**src/rtl/motor_pwm_array.sv**
```systemverilog
// motor_pwm_array
//   N-channel H-bridge PWM driver. Each channel runs COAST / DRIVE / BRAKE with
//   a per-channel duty and direction. Commands arrive over a valid/ready port
//   into shadow registers. They are copied to the active set only at PWM period
//   boundaries, so outputs never glitch mid-period. Reversals and DRIVE<->BRAKE
//   changes pass through a DEAD interval with both sides off.
//
// Ports
//   osc_clk       system clock
//   rstn          asynchronous, active-low reset
//   cmd_valid     command strobe
//   cmd_ready     command accepted when cmd_valid && cmd_ready
//   cmd_ch        target channel index
//   cmd_duty      duty compare value
//   cmd_dir       0 = PWM on neg_motor, 1 = PWM on pos_motor
//   cmd_mode      00 COAST, 01 DRIVE, 10 BRAKE, 11 COAST
//   cmd_err       1-cycle pulse after a command with cmd_ch >= N_CH
//   period_start  1-cycle pulse in the cycle after each boundary tick
//   pos_motor     high-side drive, registered
//   neg_motor     low-side drive, registered
module motor_pwm_array #(
  parameter int unsigned N_CH       = 8,
  parameter int unsigned CTR_LEN    = 8,
  parameter int unsigned PRESCALE   = 4,
  parameter int unsigned DEAD_TICKS = 2
) (
  input  logic               osc_clk,
  input  logic               rstn,
  input  logic               cmd_valid,
  output logic               cmd_ready,
  input  logic [3:0]         cmd_ch,
  input  logic [CTR_LEN-1:0] cmd_duty,
  input  logic               cmd_dir,
  input  logic [1:0]         cmd_mode,
  output logic               cmd_err,
  output logic               period_start,
  output logic [N_CH-1:0]    pos_motor,
  output logic [N_CH-1:0]    neg_motor
);

  localparam int unsigned PW = (PRESCALE > 1) ? $clog2(PRESCALE) : 1;
  localparam int unsigned DW = (DEAD_TICKS > 1) ? $clog2(DEAD_TICKS + 1) : 1;

  typedef enum logic [1:0] {
    M_COAST  = 2'b00,
    M_DRIVE  = 2'b01,
    M_BRAKE  = 2'b10,
    M_COAST2 = 2'b11
  } mode_e;

  typedef enum logic [1:0] {
    S_COAST,
    S_DRIVE,
    S_BRAKE,
    S_DEAD
  } ch_state_e;

  // ---------------------------------------------------------------------------
  // Timebase
  // ---------------------------------------------------------------------------
  logic [PW-1:0]      presc_q;
  logic [CTR_LEN-1:0] ctr_q;
  logic [CTR_LEN-1:0] ctr_d;
  logic               tick;
  logic               boundary;

  assign tick     = (presc_q == PW'(PRESCALE - 1));
  assign boundary = tick && (ctr_q == '1);
  assign ctr_d    = tick ? ctr_q + CTR_LEN'(1) : ctr_q;

  // ---------------------------------------------------------------------------
  // Command port
  // ---------------------------------------------------------------------------
  logic cmd_ready_q;
  logic cmd_err_q;
  logic period_start_q;
  logic cmd_acc;
  logic ch_ok;

  assign cmd_acc = cmd_valid && cmd_ready_q;
  assign ch_ok   = ({1'b0, cmd_ch} < 5'(N_CH));

  always_ff @(posedge osc_clk or negedge rstn) begin
    if (!rstn) begin
      presc_q        <= '0;
      ctr_q          <= '0;
      cmd_ready_q    <= 1'b0;
      cmd_err_q      <= 1'b0;
      period_start_q <= 1'b0;
    end else begin
      presc_q        <= tick ? '0 : presc_q + PW'(1);
      ctr_q          <= ctr_d;
      cmd_ready_q    <= 1'b1;
      cmd_err_q      <= cmd_acc && !ch_ok;
      period_start_q <= boundary;
    end
  end

  // ---------------------------------------------------------------------------
  // Shadow registers. A write landing on the boundary tick is not seen by the
  // active copy taken on that same edge, so it waits for the next boundary.
  // ---------------------------------------------------------------------------
  logic [CTR_LEN-1:0] sh_duty_q [N_CH];
  logic               sh_dir_q  [N_CH];
  logic [1:0]         sh_mode_q [N_CH];

  always_ff @(posedge osc_clk or negedge rstn) begin
    if (!rstn) begin
      for (int unsigned i = 0; i < N_CH; i++) begin
        sh_duty_q[i] <= '0;
        sh_dir_q[i]  <= 1'b0;
        sh_mode_q[i] <= M_COAST;
      end
    end else begin
      for (int unsigned i = 0; i < N_CH; i++) begin
        if (cmd_acc && ch_ok && (cmd_ch == 4'(i))) begin
          sh_duty_q[i] <= cmd_duty;
          sh_dir_q[i]  <= cmd_dir;
          sh_mode_q[i] <= cmd_mode;
        end
      end
    end
  end

  // ---------------------------------------------------------------------------
  // Channel state machines
  // ---------------------------------------------------------------------------
  logic [CTR_LEN-1:0] act_duty_q [N_CH];
  logic               act_dir_q  [N_CH];
  logic [1:0]         act_mode_q [N_CH];
  ch_state_e          st_q       [N_CH];
  ch_state_e          st_d       [N_CH];
  logic [DW-1:0]      dead_q     [N_CH];
  logic [DW-1:0]      dead_d     [N_CH];
  logic [N_CH-1:0]    pos_d;
  logic [N_CH-1:0]    neg_d;
  logic [N_CH-1:0]    pos_q;
  logic [N_CH-1:0]    neg_q;

  // State entered at a boundary, given the running state and the new command.
  // DEAD holds its target in the active registers, so a DEAD channel behaves
  // like one already driving: any non-COAST command restarts the dead time.
  function automatic ch_state_e boundary_next(ch_state_e cur, logic cur_dir,
                                              logic [1:0] mode, logic dir);
    ch_state_e nxt;
    logic      need_dead;
    nxt       = S_COAST;
    need_dead = 1'b0;
    if (mode == M_DRIVE) begin
      nxt       = S_DRIVE;
      need_dead = (cur == S_DEAD) || (cur == S_BRAKE) ||
                  ((cur == S_DRIVE) && (dir != cur_dir));
    end else if (mode == M_BRAKE) begin
      nxt       = S_BRAKE;
      need_dead = (cur == S_DEAD) || (cur == S_DRIVE);
    end
    if (need_dead && (DEAD_TICKS != 0)) begin
      nxt = S_DEAD;
    end
    return nxt;
  endfunction

  // Returns {pos, neg}.
  function automatic logic [1:0] drive_out(ch_state_e st, logic dir,
                                           logic [CTR_LEN-1:0] duty,
                                           logic [CTR_LEN-1:0] ctr);
    logic [1:0] o;
    logic       pwm;
    o   = 2'b00;
    pwm = (ctr < duty);
    case (st)
      S_DRIVE: o = dir ? {pwm, 1'b0} : {1'b0, pwm};
      S_BRAKE: o = 2'b11;
      default: o = 2'b00;
    endcase
    return o;
  endfunction

  // Outputs are computed from next-state values so that the pins move on the
  // same edge as the boundary or compare-crossing tick, not one clock later.
  always_comb begin
    for (int unsigned i = 0; i < N_CH; i++) begin
      st_d[i]   = st_q[i];
      dead_d[i] = dead_q[i];
      if (boundary) begin
        st_d[i]   = boundary_next(st_q[i], act_dir_q[i], sh_mode_q[i], sh_dir_q[i]);
        dead_d[i] = DW'(DEAD_TICKS);
      end else if (tick && (st_q[i] == S_DEAD)) begin
        if (dead_q[i] <= DW'(1)) begin
          st_d[i] = (act_mode_q[i] == M_BRAKE) ? S_BRAKE : S_DRIVE;
        end else begin
          dead_d[i] = dead_q[i] - DW'(1);
        end
      end
      {pos_d[i], neg_d[i]} = drive_out(st_d[i],
                                       boundary ? sh_dir_q[i]  : act_dir_q[i],
                                       boundary ? sh_duty_q[i] : act_duty_q[i],
                                       ctr_d);
    end
  end

  always_ff @(posedge osc_clk or negedge rstn) begin
    if (!rstn) begin
      for (int unsigned i = 0; i < N_CH; i++) begin
        act_duty_q[i] <= '0;
        act_dir_q[i]  <= 1'b0;
        act_mode_q[i] <= M_COAST;
        st_q[i]       <= S_COAST;
        dead_q[i]     <= '0;
      end
      pos_q <= '0;
      neg_q <= '0;
    end else begin
      for (int unsigned i = 0; i < N_CH; i++) begin
        if (boundary) begin
          act_duty_q[i] <= sh_duty_q[i];
          act_dir_q[i]  <= sh_dir_q[i];
          act_mode_q[i] <= sh_mode_q[i];
        end
        st_q[i]   <= st_d[i];
        dead_q[i] <= dead_d[i];
      end
      pos_q <= pos_d;
      neg_q <= neg_d;
    end
  end

  assign cmd_ready    = cmd_ready_q;
  assign cmd_err      = cmd_err_q;
  assign period_start = period_start_q;
  assign pos_motor    = pos_q;
  assign neg_motor    = neg_q;

endmodule

```
**config.mk**
```make
export PLATFORM = sky130hd
export DESIGN_NAME = motor_pwm_array
export DESIGN_NICKNAME = d
export VERILOG_FILES = /design/src/rtl/motor_pwm_array.sv
export SDC_FILE = /design/constraint.sdc
export NUM_CORES = 1
export LEC_CHECK = 0
export ABC_AREA = 0
export BUFFER_PORTS_ARGS = -buffer_cell sky130_fd_sc_hd__buf_2
export CAP_MARGIN = 20
export CORE_AREA = 2 2 137 139
export DETAILED_ROUTE_END_ITERATION = 12
export DIE_AREA = 0 0 139 141
export GPL_ROUTABILITY_DRIVEN = 0
export MAX_ROUTING_LAYER = met4
export PLACE_DENSITY = 0.87
export RECOVER_POWER = 25
export SLEW_MARGIN = 20
export SYNTH_ARGS = -nofsm -noshare
export SYNTH_HDL_FRONTEND = slang
export SYNTH_SLANG_ARGS = --single-unit
```
**constraint.sdc**
```tcl
create_clock -name osc_clk -period 5.4 [get_ports osc_clk]
set_clock_uncertainty 0.2 [all_clocks]
set_input_delay 0.54 -clock osc_clk [delete_from_list [all_inputs] [get_ports osc_clk]]
set_output_delay 0.54 -clock osc_clk [all_outputs]
set_load 0.02 [all_outputs]
```
==> flow_metrics.py <==
metrics = {
    "synthesis": {
        "yosysSeqAreaShare": 0.515,
        "synth_area_um2": 11500,
        "synth_top_cells_by_area": "dfrtp_1 (52%), ha_1 (8.9%), mux2_2 (8.3%)",
        "ys_types": 52,
        "synthFlopType": "dfrtp_1",
        "synthesis.nets": 1068,
        "ys_seq_elements": 237,
        "yosys_warnings": 0,
        "yosysTopAreaCellShare": 0.515,
        "yosys.area.top_type": "dfrtp_1",
        "syn_avg_cell_area_um2": 11.9,
        "synthCells": 968,
        "synth-async-reset-ratio": 1.00,
        "synth_edf_count": 0,
    },
    "clock_tree": {
        "clkSlewWorstSetupHoldPaths_ns": 0.06,
        "clkLatencyLatePin_ns": 0.53,
        "clkSinkCount": 237,
        "cts_buffer_depth": 3,
        "cts_root_buffer": "clkbuf_16",
        "cts_made_buffers": 25,
        "cts_tree": "built",
        "htree_num_levels": 1,
    },
    "layout": {
        "final_area_um2": 12800,
        "final_cells": 1264,
        "drive_above_1_share": 0.183,
        "final_core_util": 0.701,
        "final_nets": 1112,
        "syn_to_final_growth_pct": 11.3,
        "antenna_cells": 0,
    },
    "flow_run": {
        "cap_violations": 1,
    },
    "power_and_ir_drop": {
        "fin_total_pwr_mw": 4.06,
        "p_leak_nw": 7.01,
        "powerDensity_nw_per_um2": 317,
        "ir_drop_uv": 227,
    },
    "sta": {
        "relSlewSlack": -0.203,
        "fin_crit_ns": 4.66,
        "finalMaxSlewViolations": 30,
        "hold_viol": 0,
        "fmax_ghz": 0.215,
        "timing.setup.tns_ns": 0,
        "setup_viol": 0,
        "rsz0062_at_grt": "no",
        "fin_crit_sh": 0.862,
        "worst_pin_slew_ns": 1.81,
    },
    "worst_setup_path": {
        "cp.required_ns": 5.60,
        "slowest_delay_ns": 0.95,
        "rrSetupSlack_ns": 0.74,
        "critPathKind": "register to register",
        "slowest_stage": "xor2_1",
        "path_cells": "ha_1 -> clkbuf_1 -> nand4_1 -> nor2_1 -> xor2_1 -> ha_1 -> a211o_1 -> o211ai_1 -> o211ai_1 -> o31ai_1",
        "critPathArrivalTime_ns": 4.86,
        "start_kind": "register",
        "end_kind": "register",
        "worst-path-max-fanout": 19,
    },
    "grt": {
        "antenna_found_initial": 0,
        "grt_overflow": 0,
        "grt_max_degree": 134,
        "grt_pass1_vias": 8263,
        "grt_pass1_wl_um": 43300,
        "grt_usage": 0.283,
    },
    "hold_path": {
        "worstHoldPathType": "input pin to register",
    },
    "floorplanning": {
        "rows": 50,
        "start_util": 0.630,
        "dieArea_um2": 19600,
        "io_pins": 37,
        "core_area_um2": 18300,
        "die_h_um": 141,
        "die_w_um": 139,
    },
    "place": {
        "dp_hpwl_um": 16800,
        "dp_cells": 1217,
        "placed_area_um2": 11900,
        "portBuffers": 36,
    },
    "run_status": {
        "status": "finished, violations left",
        "violations": "max-capacitance violations, max-slew violations",
    },
    "drt": {
        "wire_per_inst_um": 20.9,
        "wl_um": 26400,
        "remaining_drc_errors": 0,
        "first_pass_iters": 7,
        "drtAntennaViolNets": 0,
        "vias_per_cell": 6.21,
        "route.vias.total": 7854,
        "first_iter_violations": 596,
    },
}
where the power goes:
group,switching (mW),leakage (nW),internal [mW],total [mW]
logic,0.127,3.39,0.126,0.253
clock network,0.714,0.434,1.10,1.81
registers,0.0884,3.19,1.90,1.99
total,0.929,7.01,3.13,4.06
per-stage QoR:
stage	hold slack, ns	setup slack (ns)
2_1_floorplan	0.0444	2.30
3_3_place_gp	0.214	1.76
3_5_place_dp	0.253	1.60
4_1_cts	0.107	1.47
5_1_grt	0.130	0.724
6_report	0.122	0.744
registers in the layout, indices dropped and copies added (netlist names), 16 cells and up:
name        flops
act_duty_q     64
act_mode_q     16
dead_q         16
sh_duty_q      64
sh_mode_q      16
st_q           16
critical path: cells and delay by family (launching register included):
kind / cells / cell delay [ns]
compound gates: 4 / 0.99
xor+xnor: 1 / 0.95
buf+inv: 1 / 0.84
fa+ha+maj: 2 / 0.60
simple gates: 2 / 0.60
flops: 1 / 0.36
path summary, 6_finish.rpt:
check / from / end / cells after the start
worst max register to register: presc_q[0]$_DFF_PN0_ / neg_motor[1]$_DFF_PN0_ / 10
min in group asynchronous: rstn / cmd_ready$_DFF_PN0_ / 2
worst min register to register: presc_q[0]$_DFF_PN0_ / presc_q[0]$_DFF_PN0_ / 1
max in group asynchronous: rstn / sh_duty_q[27]$_DFFE_PN0P_ / 3
worst max-delay path: presc_q[0]$_DFF_PN0_ / neg_motor[1]$_DFF_PN0_ / 10
worst min-delay path: cmd_ch[3] / cmd_err$_DFF_PN0_ / 2
cells in the mapped netlist (8+ instances only):
| library cell | n |
|---|---|
| ha_1 | 82 |
| buf_2 | 9 |
| or3_1 | 8 |
| dfrtp_1 | 237 |
| o21ai_0 | 35 |
| and3_1 | 9 |
| a22oi_1 | 8 |
| nor2_1 | 10 |
| xor2_1 | 10 |
| nand2_1 | 78 |
| clkbuf_1 | 8 |
| a21oi_1 | 16 |
| o31ai_1 | 16 |
| o211ai_1 | 19 |
| mux2_2 | 85 |
| nand2b_1 | 29 |
| inv_1 | 80 |
| nand4_1 | 11 |
| buf_6 | 10 |
| nor3_1 | 9 |
| nor2b_1 | 12 |
| a21o_1 | 16 |
| mux2i_1 | 72 |
| a22o_1 | 8 |
| nor3b_1 | 9 |
| nand3_1 | 13 |
cells in the final DEF, fill, tap and decap left out, types with 4 or more instances in the layout:
master,netlist,layout
and3_1,9,9
a22o_1,8,8
nor2b_1,12,12
clkbuf_1,8,5
bufinv_16,0,4
clkinv_2,0,6
a22oi_1,8,8
a21o_1,16,16
nand2b_1,29,29
xor2_1,10,9
nor2_1,10,9
nand3_1,13,13
o311a_1,5,5
a31o_2,4,4
mux2_2,85,85
clkbuf_16,0,25
mux2i_1,72,72
a21boi_0,4,4
and4b_1,4,4
nand4_1,11,11
buf_4,1,7
o21ai_0,35,35
nor3_1,9,9
a211oi_1,5,5
ha_1,82,82
buf_2,9,35
dfrtp_1,237,237
or3_1,8,8
a211o_1,5,5
o211ai_1,19,19
nand2_1,78,78
inv_1,80,80
a21oi_1,16,16
o31ai_1,16,16
a31oi_1,4,4
o21a_1,4,4
clkbuf_8,0,4
nor4bb_1,4,4
nor3b_1,9,7
cells by family after synthesis:
kind of cell               Yosys count  share of synthesized area
xor gates and xnor gates            15                     0.0121
other                                1                   0.000326
muxes                              157                      0.146
buffers and inverters              112                     0.0458
adders and majority gates           82                     0.0891
DFF                                237                      0.515
AOI/OAI and AO/OA                  155                     0.0932
and+or+nand+nor                    209                     0.0986
what timing repair did:
| item | in CTS | in global routing |
|---|---|---|
| hold endpoints to repair | 59 | 0 |
| setup buffers | 0 | 0 |
| gates resized for setup | 0 | 0 |
| hold buffers | 1 | 0 |
routing by layer:
layer	global-route usage	routed length, µm	part of all wire
met1	0.382	11400	0.43
met2	0.448	12600	0.48
met4	0.100	841	0.032
met3	0.0397	1530	0.058
met5	-	0	0
layout make-up:
cell class / instances / area, µm²
tap: 234 / 293
inverter: 82 / 313
sequential: 237 / 5930
fill: 1234 / 5460
clock inverter: 13 / 176
clock buffer: 32 / 692
multi-input combinational: 619 / 5110
timing repair buffer: 47 / 293
Power figures use the tool's default switching activity.
